`config.mk`:
```
export PLATFORM = sky130hd
export DESIGN_NAME = mux_share_arbiter
export DESIGN_NICKNAME = d
export VERILOG_FILES = /design/src/rtl/mux_share_pkg.sv /design/src/rtl/mux_share_arbiter_mux2to1_w.sv /design/src/rtl/mux_share_arbiter.sv
export SDC_FILE = /design/constraint.sdc
export NUM_CORES = 1
export LEC_CHECK = 0
export CAP_MARGIN = 20
export CORE_MARGIN = 1
export CORE_UTILIZATION = 38
export DETAILED_ROUTE_END_ITERATION = 12
export PLACE_DENSITY = 0.73
export SYNTH_ARGS = -nofsm -noshare
export SYNTH_HDL_FRONTEND = slang
export SYNTH_SLANG_ARGS = --single-unit
export TNS_END_PERCENT = 20
```
`constraint.sdc`:
```
create_clock -name Clock -period 2.6 [get_ports Clock]
set_input_delay 0.52 -clock Clock [delete_from_list [all_inputs] [get_ports Clock]]
set_output_delay 0.52 -clock Clock [all_outputs]
set_load 0.05 [all_outputs]
```
`src/rtl/mux_share_pkg.sv`:
```
// Shared types and constants for the two-requester mux arbiter.
package mux_share_pkg;
   typedef enum logic [1:0] {
      IDLE  = 2'd0,
      OWN_X = 2'd1,
      OWN_Y = 2'd2
   } state_e;

   localparam logic SEL_X = 1'b0;
   localparam logic SEL_Y = 1'b1;

   localparam int DEFAULT_WIDTH = 4;
endpackage

```
`src/rtl/mux_share_arbiter_mux2to1_w.sv`:
```
// Width-parameterised combinational 2-to-1 mux; s = 0 picks a, s = 1 picks b.
module mux2to1_w
   import mux_share_pkg::*;
#(
   parameter int WIDTH = DEFAULT_WIDTH
) (
   input  logic [WIDTH-1:0] a,
   input  logic [WIDTH-1:0] b,
   input  logic             s,
   output logic [WIDTH-1:0] y
);
   assign y = (s == SEL_Y) ? b : a;
endmodule

```
`src/rtl/mux_share_arbiter.sv`:
```
// Round-robin owner of the shared X/Y mux with a bounded tenure under contention.
module mux_share_arbiter
   import mux_share_pkg::*;
#(
   parameter int WIDTH      = DEFAULT_WIDTH,
   parameter int MAX_TENURE = 4
) (
   input  logic             Clock,
   input  logic             Reset,
   input  logic             ReqX,
   input  logic             ReqY,
   input  logic [WIDTH-1:0] X,
   input  logic [WIDTH-1:0] Y,
   output logic             GntX,
   output logic             GntY,
   output logic             Sel,
   output logic             Valid,
   output logic [WIDTH-1:0] M
);
   // A tenure of 1 still needs a 1-bit counter so the compare has something to look at.
   localparam int CNT_W = (MAX_TENURE > 1) ? $clog2(MAX_TENURE) : 1;
   localparam logic [CNT_W-1:0] CNT_MAX = CNT_W'(MAX_TENURE - 1);

   state_e           state_q, state_d;
   logic             last_q, last_d;
   logic [CNT_W-1:0] cnt_q, cnt_d;
   logic             sel_q, sel_d;
   logic [WIDTH-1:0] m_q, m_d;
   logic [WIDTH-1:0] m_mux;
   logic             grant_edge;

   mux2to1_w #(.WIDTH(WIDTH)) u_mux (
      .a (X),
      .b (Y),
      .s (sel_d),
      .y (m_mux)
   );

   // Next-state, tenure counter, round-robin pointer and captured select/data.
   always_comb begin
      state_d = state_q;
      unique case (state_q)
         IDLE: begin
            if (ReqX && ReqY)  state_d = (last_q == SEL_X) ? OWN_Y : OWN_X;
            else if (ReqX)     state_d = OWN_X;
            else if (ReqY)     state_d = OWN_Y;
         end
         OWN_X: begin
            if (!ReqX)                         state_d = ReqY ? OWN_Y : IDLE;
            else if (ReqY && cnt_q == CNT_MAX) state_d = OWN_Y;
         end
         OWN_Y: begin
            if (!ReqY)                         state_d = ReqX ? OWN_X : IDLE;
            else if (ReqX && cnt_q == CNT_MAX) state_d = OWN_X;
         end
         default: state_d = IDLE;
      endcase

      grant_edge = (state_d != IDLE) && (state_d != state_q);

      // Counter restarts on every new grant, counts retained cycles, and saturates.
      cnt_d = '0;
      if (!grant_edge && state_d != IDLE && cnt_q != CNT_MAX)
         cnt_d = cnt_q + 1'b1;
      else if (!grant_edge && state_d != IDLE)
         cnt_d = cnt_q;

      last_d = last_q;
      if (grant_edge) last_d = (state_d == OWN_Y) ? SEL_Y : SEL_X;

      sel_d = sel_q;
      if (state_d == OWN_X)      sel_d = SEL_X;
      else if (state_d == OWN_Y) sel_d = SEL_Y;

      m_d = (state_d == IDLE) ? m_q : m_mux;
   end

   // State and output registers; reset leaves Last = Y so X wins the first tie.
   always_ff @(posedge Clock or posedge Reset) begin
      if (Reset) begin
         state_q <= IDLE;
         last_q  <= SEL_Y;
         cnt_q   <= '0;
         sel_q   <= SEL_X;
         m_q     <= '0;
      end else begin
         state_q <= state_d;
         last_q  <= last_d;
         cnt_q   <= cnt_d;
         sel_q   <= sel_d;
         m_q     <= m_d;
      end
   end

   assign GntX  = (state_q == OWN_X);
   assign GntY  = (state_q == OWN_Y);
   assign Valid = GntX | GntY;
   assign Sel   = sel_q;
   assign M     = m_q;
endmodule

```
==> results.yml <==
clocking:
  numCtsBuffers: 3
  cts_buffer_depth: 2
  htree_num_levels: 1
  clk_latency_ns: 0.27
  cts_hold_buf: 0
  cts-root-buf: "clkbuf_4"
  ctsResizeCount: 0
  cts.clk_slew.worst_paths_ns: 0.06
  cts_tree: "done"
  post-cts-setup-buffers: 0
  cts_sinks: 10
drt:
  wl_per_cell_um: 13.4
  drc_errors: 0
  first_pass_iters: 4
  vias: 737
  drt_wl_total_mm: 1.83
  vias_per_cell: 5.38
  drt_iter0_markers: 13
  ant_nets: 0
power:
  vdd_drop_max_v: 0.000614
  pwr-share-clk_pct: 9.8
  switching_share_pct: 51.2
  combPwrFrac_pct: 68.0
  power_switching_mw: 0.739
  p_int_mw: 0.704
  power_density_nw_per_um2: 1360
  seq_power_share_pct: 22.2
  leakagePower_nw: 0.442
setup_path:
  cp.required_ns: 2.08
  crit_chain: "inv_1 -> ha_1 -> clkdlybuf4s50_1"
  crit_fanout: 8
  reg2reg_from: "state_q[1]"
  setup.worst_path.start: "state_q[0]"
  end_kind: "output pin"
  cp_slowest_stage_delay_ns: 0.79
  critPathKind: "reg2out"
  cp-start-kind: "flip-flop"
  cp_slowest_cell: "clkdlybuf4s50_1"
  arrival_ns: 1.97
sta:
  rsz0062_at_grt: "false"
  fin_skew_ns: 0.00522
  slew_headroom_pct: 55.1
  slew_violations: 0
  final_hold_viol_count: 0
  setup_tns_ns: 0
  min_period_ns: 2.49
  setup_ws_ns: 0.106
  setup_viol: 0
  fmax_ghz: 0.401
  worstMarginPinSlew_ns: 0.673
  min_period_over_period_pct: 95.9
layout:
  antenna_cells: 0
  fin_area_um2: 1060
  layout_commonest_cell: "clkdlybuf4s50_1"
  final_core_util_pct: 52.9
  layout-drive-gt1-share_pct: 19.1
  final_cell_mix: "clkdlybuf4s50_1, dfrtp_1, nor2_1"
  syn_to_final_growth_pct: 28.8
  nets: 128
logic_synthesis:
  synth_compound_gate_area_share_pct: 15.2
  synth_cell_types: 34
  synth_top_family_by_area: "simple AND/OR/NAND/NOR gates"
  yosys.area_share.simple_pct: 34.4
  synth-xor-area-share_pct: 1.07
  muxShareOfSynthArea_pct: 3.65
  synth_seq_cells: 10
  synthTopCellsByArea: "dfrtp_1, ha_1, nor4_2, o41ai_1, nand2b_1"
  yosysTopAreaCellShare_pct: 27.4
  seq_area_frac_synth_pct: 30.6
  synth_adder_area_share_pct: 7.61
  yosysTopAreaCell: "dfrtp_1"
  synth_top_flop_cell: "dfrtp_1"
  synth.avg_cell_area_um2: 9.24
  async_flop_share_pct: 100
  syn_nets: 106
  synth_area_um2: 822
  synthCells: 89
  synth_warnings: 0
  synth_edf_count: 0
global_routing:
  grt_first_pass_wirelength_mm: 3.12
  grt_pass1_vias: 693
  grt_overflow: 0
  antenna_found_initial: 0
  grt_usage_pct: 17.5
  grt_max_degree: 19
min_path:
  hp-start: "last_q"
  hold_class: "reg2reg"
placed_design:
  port_buffers: 19
  place_area_um2: 1020
  place_congestion: 0.815
  hpwl_mm: 1.41
  place_ws_ns: 0.219
floorplan:
  core_um2: 2000
  num_rows: 16
  io_pins: 20
  die_h_um: 48.5
  initial_core_util_pct: 41.1
  die_x_um: 48.5
  fp.dieArea_um2: 2350
run:
  maxCapViolations: 0
run_status:
  status: "finished clean"
-- per-layer routing --
layer	part of all wire, %	wire length [µm]	GRT usage [%]	vias to the layer above
met4	2.2	40	10.3	0
met3	2.7	49	1.89	4
met1	48	870	22.6	357
met5	0	0	0	-
met2	47	867	28.2	11
li1	-	-	-	365
-- cell type report --
type	instances	area, µm²
fill	198	943
multi-input combinational	69	509
sequential	10	251
timing repair buffer	21	205
clock buffer	4	36.3
tap	27	33.8
inverter	6	22.5
-- worst max-delay path: cells and delay by family, from the launching register on --
family,cells,cell delay [ns]
flops,1,0.50
fa+ha+maj,1,0.30
buf+inv,2,0.91
-- cell families (layout without fill, tap and decap cells) --
kind of cell | count (synthesis) | count (layout)
AO/OA/AOI/OAI | 15 | 15
XOR/XNOR | 1 | 1
adder cells (fa/ha/maj) | 5 | 5
buffers and inverters | 10 | 31
flip-flops | 10 | 10
multiplexers | 3 | 3
AND/OR/NAND/NOR | 45 | 45
-- synth_stat cells (all sizes together) (2+ instances only) --
cell type	number
dfrtp	9
nor2	9
nor4	8
nand2	7
inv	6
nand2b	6
nor3	6
ha	5
nand3	4
o21ai	4
o41ai	4
buf	3
mux2i	3
a21oi	2
nand3b	2
-- flip-flops by register name, summed over array words and instances, names as in the netlist --
name     flops
M            4
state_q      2
cnt_q        2
Sel          1
last_q       1
-- through the flow --
step / hold WS (ns) / cells / power [mW]
floorplan: 0.359 / 89 / 1.08
global placement: 0.476 / 133 / 1.28
detailed placement: 0.476 / 133 / 1.31
CTS: 0.486 / 137 / 1.45
global route: 0.524 / 137 / 1.54
finish: 0.482 / 137 / 1.44
-- worst paths after layout --
check	endpoint	cells past startpoint	slack, ns
min in group asynchronous	M[1]	2	0.53
max in group asynchronous	last_q	2	1.75
hold / removal	last_q	2	0.48
setup / recovery	Valid	3	0.11
setup reg to reg	M[1]	8	0.40
hold reg to reg	last_q	2	0.48
-- power by group through the flow --
stage	combinational [mW]	sequential (mW)	clock, mW
floorplan	0.639	0.438	0
global placement	0.962	0.318	0
detailed placement	0.981	0.324	0
CTS	0.985	0.321	0.146
global route	1.05	0.335	0.156
finish	0.981	0.320	0.141
Power figures use the tool's default switching activity.
